`src/rtl/adder_share_arb.sv`:
```
// Round-robin share of one registered adder (operand reg -> sum reg) among NREQ requesters.
// Optional ADDSHARE_LOCK_EN adds req_lock: a requester can hold the grant across several beats.
module adder_share_arb #(
   parameter int NREQ  = 4,
   parameter int WIDTH = 16,
   localparam int IDW  = $clog2(NREQ)
) (
   input  logic                  clk,
   input  logic                  reset_n,
   input  logic [NREQ-1:0]       req_valid,
   output logic [NREQ-1:0]       req_ready,
   input  logic [NREQ*WIDTH-1:0] req_a,
   input  logic [NREQ*WIDTH-1:0] req_b,
`ifdef ADDSHARE_LOCK_EN
   input  logic [NREQ-1:0]       req_lock,
`endif
   output logic                  rsp_valid,
   input  logic                  rsp_ready,
   output logic [IDW-1:0]        rsp_id,
   output logic [WIDTH:0]        rsp_sum
);

   logic [IDW-1:0]   ptr;
   logic [IDW-1:0]   win;
   logic [IDW-1:0]   nxt_ptr;
   logic [IDW:0]     idx;
   logic             found;
   logic             s1_vld;
   logic [WIDTH-1:0] s1_a;
   logic [WIDTH-1:0] s1_b;
   logic [IDW-1:0]   s1_id;
   logic [WIDTH-1:0] op_a;
   logic [WIDTH-1:0] op_b;
   logic             s2_adv;
   logic             s1_adv;
   logic             xfer;

`ifdef ADDSHARE_LOCK_EN
   logic             lock_active;
   logic [IDW-1:0]   lock_id;
`endif

   assign s2_adv = !rsp_valid || rsp_ready;
   assign s1_adv = !s1_vld || s2_adv;

   // Scan from ptr upward with wrap; first valid requester wins.
   always_comb begin
      win   = '0;
      found = 1'b0;
      idx   = '0;
`ifdef ADDSHARE_LOCK_EN
      if (lock_active) begin
         win   = lock_id;
         found = req_valid[lock_id];
      end else begin
`endif
         for (int k = 0; k < NREQ; k++) begin
            idx = {1'b0, ptr} + (IDW+1)'(k);
            if (idx >= (IDW+1)'(NREQ)) begin
               idx = idx - (IDW+1)'(NREQ);
            end
            if (!found && req_valid[idx[IDW-1:0]]) begin
               found = 1'b1;
               win   = idx[IDW-1:0];
            end
         end
`ifdef ADDSHARE_LOCK_EN
      end
`endif
   end

   always_comb begin
      req_ready = '0;
      if (found && s1_adv) begin
         req_ready[win] = 1'b1;
      end
   end

   assign xfer    = found && s1_adv;
   assign nxt_ptr = (win == IDW'(NREQ-1)) ? '0 : win + 1'b1;

   always_comb begin
      op_a = '0;
      op_b = '0;
      for (int k = 0; k < NREQ; k++) begin
         if (win == IDW'(k)) begin
            op_a = req_a[k*WIDTH +: WIDTH];
            op_b = req_b[k*WIDTH +: WIDTH];
         end
      end
   end

   always_ff @(posedge clk or negedge reset_n) begin
      if (!reset_n) begin
         ptr <= '0;
`ifdef ADDSHARE_LOCK_EN
         lock_active <= 1'b0;
         lock_id     <= '0;
`endif
      end else if (xfer) begin
`ifdef ADDSHARE_LOCK_EN
         // A locked transfer freezes ptr; the unlocking beat moves it past the holder.
         if (req_lock[win]) begin
            lock_active <= 1'b1;
            lock_id     <= win;
         end else begin
            lock_active <= 1'b0;
            ptr         <= nxt_ptr;
         end
`else
         ptr <= nxt_ptr;
`endif
      end
   end

   always_ff @(posedge clk or negedge reset_n) begin
      if (!reset_n) begin
         s1_vld <= 1'b0;
         s1_a   <= '0;
         s1_b   <= '0;
         s1_id  <= '0;
      end else if (s1_adv) begin
         s1_vld <= xfer;
         if (xfer) begin
            s1_a  <= op_a;
            s1_b  <= op_b;
            s1_id <= win;
         end
      end
   end

   always_ff @(posedge clk or negedge reset_n) begin
      if (!reset_n) begin
         rsp_valid <= 1'b0;
         rsp_id    <= '0;
         rsp_sum   <= '0;
      end else if (s2_adv) begin
         rsp_valid <= s1_vld;
         if (s1_vld) begin
            rsp_sum <= {1'b0, s1_a} + {1'b0, s1_b};
            rsp_id  <= s1_id;
         end
      end
   end

endmodule

```
`config.mk`:
```
export PLATFORM = sky130hd
export DESIGN_NAME = adder_share_arb
export DESIGN_NICKNAME = d
export VERILOG_FILES = /design/src/rtl/adder_share_arb.sv
export SDC_FILE = /design/constraint.sdc
export NUM_CORES = 1
export LEC_CHECK = 0
export CAP_MARGIN = 5
export CORE_UTILIZATION = 39
export DETAILED_ROUTE_END_ITERATION = 6
export PLACE_DENSITY = 0.85
export SLEW_MARGIN = 10
export SYNTH_ARGS = -nofsm -noshare
export SYNTH_HDL_FRONTEND = slang
export SYNTH_SLANG_ARGS = --single-unit
```
`constraint.sdc`:
```
create_clock -name clk -period 2.3 [get_ports clk]
set_input_delay 0.46 -clock clk [delete_from_list [all_inputs] [get_ports clk]]
set_output_delay 0.46 -clock clk [all_outputs]
set_load 0.01 [all_outputs]
```
==> impl_metrics.toml <==
[sta]
fmax_mhz = 393
fin_worst_skew_ps = 11.4
worst_slack_ps = -243
period_share_pct = 111
slew-limit-headroom_pct = 59.0
tightest_slew_ps = 615
hold_viol_final = 0
setup_viol = 37
rsz0062_at_grt = "true"
slew_viol_final = 0
fin_crit_ps = 2540

[run]
cap_violations = 0

[die]
start_util_pct = 40.9
placement_rows = 35
ios = 159
die_y_um = 101
core_um2 = 9370
die_x_um = 101
dieArea_um2 = 10200

[detailed_routing]
drt-pass1-iter-count = 6
drtIter0Drc = 236
vias_per_cell = 5.70
drc = 0
vias = 4394
routedWlPerCell_um = 19.5
finalWirelength_um = 15100
ant_nets = 0

[synthesis]
synthCells = 457
ys.flop_type = "dfrtp_1"
synth_edf_count = 0
async_reset_ff_share_pct = 100
ys_seq_area_share_pct = 37.2
synth_commonest_cells = "84 x a21oi_1, 57 x dfrtp_1, 44 x nor2_1, 35 x nor2b_1, 33 x nor3_1"
yosysTopAreaCellShare_pct = 37.2
synth_nets = 613
synth.distinct_cells = 45
syn_area_per_cell_um2 = 8.39
yosys-top-cells-area = "dfrtp_1 37%, a21oi_1 11%, a221oi_1 7.3%, ha_1 6.5%, nor2b_1 5.7%"
syn_area_um2 = 3840
synth-seq-cells = 57
synth_top_area_cell = "dfrtp_1"
synth.most_common_cell = "a21oi_1"
synth_warnings = 0

[layout]
layout-area-overhead-vs-synth_pct = 78.9
n_fill_cell = 645
drive_above_1_share_pct = 26.1
regArea_um2 = 1430
fin_area_um2 = 6860
multi_input_area_um2 = 2890
nNetsFinal = 792
finalCoreUtilization_pct = 73.2

[pwr]
ir_drop_mv = 0.576
p_per_area_nw_per_um2 = 1220
p_total_w = 0.00839
p_leak_nw = 2.68

[placed_design]
dp_hpwl_um = 9660
routabilityCongestion = 0.891
pre_cts_slack_ps = -634
placed_cell_area_um2 = 5760
io_buffers = 158

[global_routing]
grt_pass1_vias = 4156
grt_antenna_before_repair = 1
grt-ovfl-total = 0
grt_max_degree = 69
grt_pass1_wl_um = 20600
gr-usage-all-layers_pct = 26.3

[setup_path]
r2r_start = "ptr[1]$_DFFE_PN0P_"
path_class = "reg -> reg"
cp_data_arrival_time_ps = 2720
rr_endpoint = "s1_a[15]$_DFFE_PN0P_"
cp-start-kind = "flop"
r2r_cells = 13
cp-end-kind = "flop"
startpoint = "ptr[1]$_DFFE_PN0P_"
crit_required_ps = 2480
worstPathMaxFanout = 8
endpoint = "s1_a[15]$_DFFE_PN0P_"
r2r_slack_ps = -240

[clocking]
numCtsBuffers = 9
postCtsHoldBufs = 0
cts_max_level = 3
clock_path_buffers = 2
clk_pin_slew_ps = 70
cts-root-buf = "clkbuf_8"
numClockSinks = 57
cts_tree = "built"
clk_latency_ps = 330

[worst_hold_path]
hp-class = "in -> async"

[run_status]
violations = "negative setup slack"
run_status = "finished, violations left"
-- worst min path at each step --
stage,from,end,slack (ps),depth (start not counted)
6_report,reset_n,rsp_valid$_DFFE_PN0P_,130,2
5_1_grt,reset_n,rsp_id[0]$_DFFE_PN0P_,140,2
4_1_cts,reset_n,rsp_sum[15]$_DFFE_PN0P_,130,2
3_5_place_dp,rsp_sum[13]$_DFFE_PN0P_,rsp_sum[13]$_DFFE_PN0P_,470,2
3_3_place_gp,rsp_sum[13]$_DFFE_PN0P_,rsp_sum[13]$_DFFE_PN0P_,460,2
2_1_floorplan,reset_n,ptr[0]$_DFFE_PN0P_,160,0
-- through the flow --
step	hold WS [ps]	instances	TNS (ps)
2_1_floorplan	164	457	0
3_3_place_gp	461	741	-18140
3_5_place_dp	470	741	-20720
4_1_cts	128	763	-129
5_1_grt	141	771	-5570
6_report	127	771	-2420
-- cell usage in the layout (no fill, tap or decap), drive strengths merged, types with 8 or more instances in the layout --
cell	netlist	routed
nor3	34	34
nor2	44	44
ha	20	20
buf	1	44
o21ai	20	20
dfrtp	57	57
nand2	29	29
nor2b	35	35
clkbuf	32	17
nand3	8	8
clkdlybuf4s50	0	149
a21oi	84	84
a221oi	32	32
-- flip-flops by register name, summed over array words and instances, names as in the netlist --
register	count
rsp_sum	17
s1_a	16
s1_vld	1
rsp_id	2
s1_b	16
ptr	2
rsp_valid	1
s1_id	2
-- area by class of cell --
class,count,share of cell area (%)
flip-flops and latches,57,20.8
inverters,6,0.365
diodes,1,0.0365
clock inverters,4,0.748
multi-input cells,360,42.1
repair buffers,202,31.3
well taps,129,2.35
clock buffers,12,2.26
-- layer usage --
| layer | GRT usage (%) | vias up | part of all wire, % |
|---|---|---|---|
| li1 | - | 2033 | - |
| met1 | 32.4 | 2057 | 38 |
| met2 | 43.9 | 242 | 50 |
| met3 | 5.18 | 62 | 6.5 |
| met4 | 13.6 | 0 | 5.5 |
| met5 | 0 | - | 0 |
-- where the power goes --
| part | leakage [nW] | switching (W) | internal (W) |
|---|---|---|---|
| Sequential | 0.664 | 0.000288 | 0.00144 |
| Combinational | 1.92 | 0.00288 | 0.00282 |
| Clock | 0.103 | 0.000397 | 0.000560 |
-- cells by family (layout without fill, tap and decap cells) --
logic type	Yosys count	in the layout	synth area share, %
AND/OR/NAND/NOR	165	165	21.2
AO/OA/AOI/OAI	156	156	25.5
flip-flops	57	57	37.2
buffers and inverters	40	224	4.57
adder cells (fa/ha/maj)	21	21	7.05
XOR/XNOR	12	12	2.74
multiplexers	6	6	1.73
other	0	1	0
-- repair_timing --
action / CTS / global route
setup endpoints to repair: 37 / 39
setup buffers: 3 / 3
pin swaps: 18 / 40
resized for setup: 75 / 74
gates cloned: 3 / 5
-- worst max-delay path: stages (launching register included) --
cell and delay (ps):
dfrtp_2 410, mux2i_1 200, nor2_1 80, nor3_2 240, buf_4 170, inv_4 40, ha_4 150, nor2b_4 160
buf_12 150, buf_6 120, a221oi_2 280, nor3_1 80, a21oi_1 210, a21oi_1 110
No activity file was read; power rests on OpenSTA's default activity.
==> RTL change (same flow settings) <==
Change the parameter `NREQ` from 4 to 2.
--- a/src/rtl/adder_share_arb.sv
+++ b/src/rtl/adder_share_arb.sv
@@ -1,7 +1,7 @@
 // Round-robin share of one registered adder (operand reg -> sum reg) among NREQ requesters.
 // Optional ADDSHARE_LOCK_EN adds req_lock: a requester can hold the grant across several beats.
 module adder_share_arb #(
-   parameter int NREQ  = 4,
+   parameter int NREQ  = 2,
    parameter int WIDTH = 16,
    localparam int IDW  = $clog2(NREQ)
 ) (
Interface: changed (5 resized); port bits go from 159 to 90. No check against the original RTL was run, so the function may have changed too.
==> RTL change against the unedited design <==
- maximum frequency is 15% higher
- setup slack improved by 0.33 ns
- sequential cell count is 3 lower
- via count is 35% lower
- wire length decreased by 48%
- synthesized area shrank 21%
- cell area fell by 39%
- first-iteration DRC count up 17%
Power is not compared: it rests on default switching activity, and its combinational part moved more than twofold at a synthesized area within 25%.
==> RTL change: results (changes against the unedited design) <==
.. list-table::
   :header-rows: 1

   * - Metric
     - Value
   * - WL final
     - 7870 um (-48%)
   * - Via density per instance
     - 5.46 (-4.1%)
   * - Fraction of the yosys area taken by sequential cells
     - 44.4% (+7.2 points)
   * - R2R Setup Slk
     - 0.09 ns (+0.33 ns)
   * - Nets in the synthesized netlist
     - 420 (-31%)
   * - Post-CTS setup repair buffer count
     - 0 (-3)
   * - Most area-consuming cells after synthesis
     - sky130_fd_sc_hd__dfrtp_1, sky130_fd_sc_hd__nand2_1, sky130_fd_sc_hd__a22oi_1, sky130_fd_sc_hd__ha_1, sky130_fd_sc_hd__o21ai_0
   * - Actual slew at the worst max-slew pin
     - 0.595 ns (-0.0201 ns)
   * - Number of distinct standard cells referenced by the synthesized netlist
     - 46 (+2.2%)
   * - Initial antenna violation count
     - 0 (-1)
   * - Maximum number of pins on one net before global-route repair
     - 34 (-51%)
   * - Number of nets in the finished design
     - 511 (-35%)
   * - Status
     - complete, no violations
   * - First-iteration detailed-routing DRC count
     - 276 (+17%)
   * - Global router's overall resource usage
     - 19.6% (-6.7 points)
   * - Fill cell total of the finished layout
     - 634 (-1.7%)
   * - Reg-to-reg critical path endpoint
     - rsp_sum[14]
   * - Critical path startpoint
     - s1_a[0]
   * - Final total negative setup slack
     - 0 ns (+2.42 ns)
   * - Number of global-route vias before repair
     - 2860 (-31%)
   * - Hold_ws
     - 0.148 ns (+0.0216 ns)
   * - Clock skew
     - 0.00698 ns (-0.00446 ns)
   * - Maximum net fanout on the critical path
     - 5 (-3)
   * - Worst-skew pair later-pin latency
     - 0.30 ns (-0.03 ns)
   * - Final setup margin
     - 0.0857 ns (+0.328 ns)
   * - Total clock buffers created by CTS
     - 5 (-4)
   * - Count of buffers inserted at the top-level ports
     - 89 (-44%)
   * - Placed wire-length estimate after detailed placement
     - 6100 um (-37%)
   * - Met1 Wirelength
     - 3360 um (-42%)
   * - Wire length on met3
     - 592 um (-39%)
   * - Worst setup slack after placement
     - -0.0960 ns (+0.538 ns)
   * - H-tree levels
     - 2 (-1)
==> RTL change: cell count changes after synthesis, sizes merged, moves of 26 or more <==
cell,unedited run,this run
nand2,29,97
nor3,34,8
nor2,44,10
a221oi,32,2
a22oi,0,32
nor2b,35,2
a21oi,84,12
==> RTL change: logic make-up after synthesis <==
group	Yosys count	synth area share (%)
compound gates	98	23.4
fa+ha+maj	17	7.23
simple gates	138	19.3
mux	1	0.370
buf+inv	19	3.33
flops	54	44.4
xor+xnor	7	2.01
==> RTL change: worst register-to-register path, stage by stage (launching register included) <==
cell and delay, ns:
sky130_fd_sc_hd__dfrtp_1 0.40, sky130_fd_sc_hd__ha_1 0.23, sky130_fd_sc_hd__fa_1 0.41, sky130_fd_sc_hd__a21o_1 0.22, sky130_fd_sc_hd__a221oi_2 0.21, sky130_fd_sc_hd__buf_4 0.18, sky130_fd_sc_hd__o41ai_1 0.09, sky130_fd_sc_hd__o21a_1 0.21
sky130_fd_sc_hd__o31ai_1 0.19
==> RTL change: cell type report <==
cell class | instances | share of cell area, %
Timing Repair Buffer | 100 | 23.5
Multi-Input combinational cell | 261 | 38.6
Clock inverter | 1 | 0.714
Sequential cell | 54 | 32.1
Clock buffer | 7 | 1.81
Inverter | 3 | 0.268
Tap cell | 99 | 2.94
==> RTL change: how the worst max path moves through the flow <==
stage                         endpoint  slack, ns  cells after the start
after global routing       rsp_sum[16]      0.003                      8
final                      rsp_sum[14]       0.09                      8
after floorplan            rsp_sum[14]       0.22                      7
after global placement    req_ready[0]      -0.10                      4
after CTS                  rsp_sum[15]       0.07                      6
after detailed placement  req_ready[0]       -0.1                      4
==> RTL change: per-layer routing <==
metal	vias up	track usage (%)
met3	12	4.88
li1	1392	-
met1	1327	25.5
met5	-	0
met4	0	5.24
met2	138	32.5
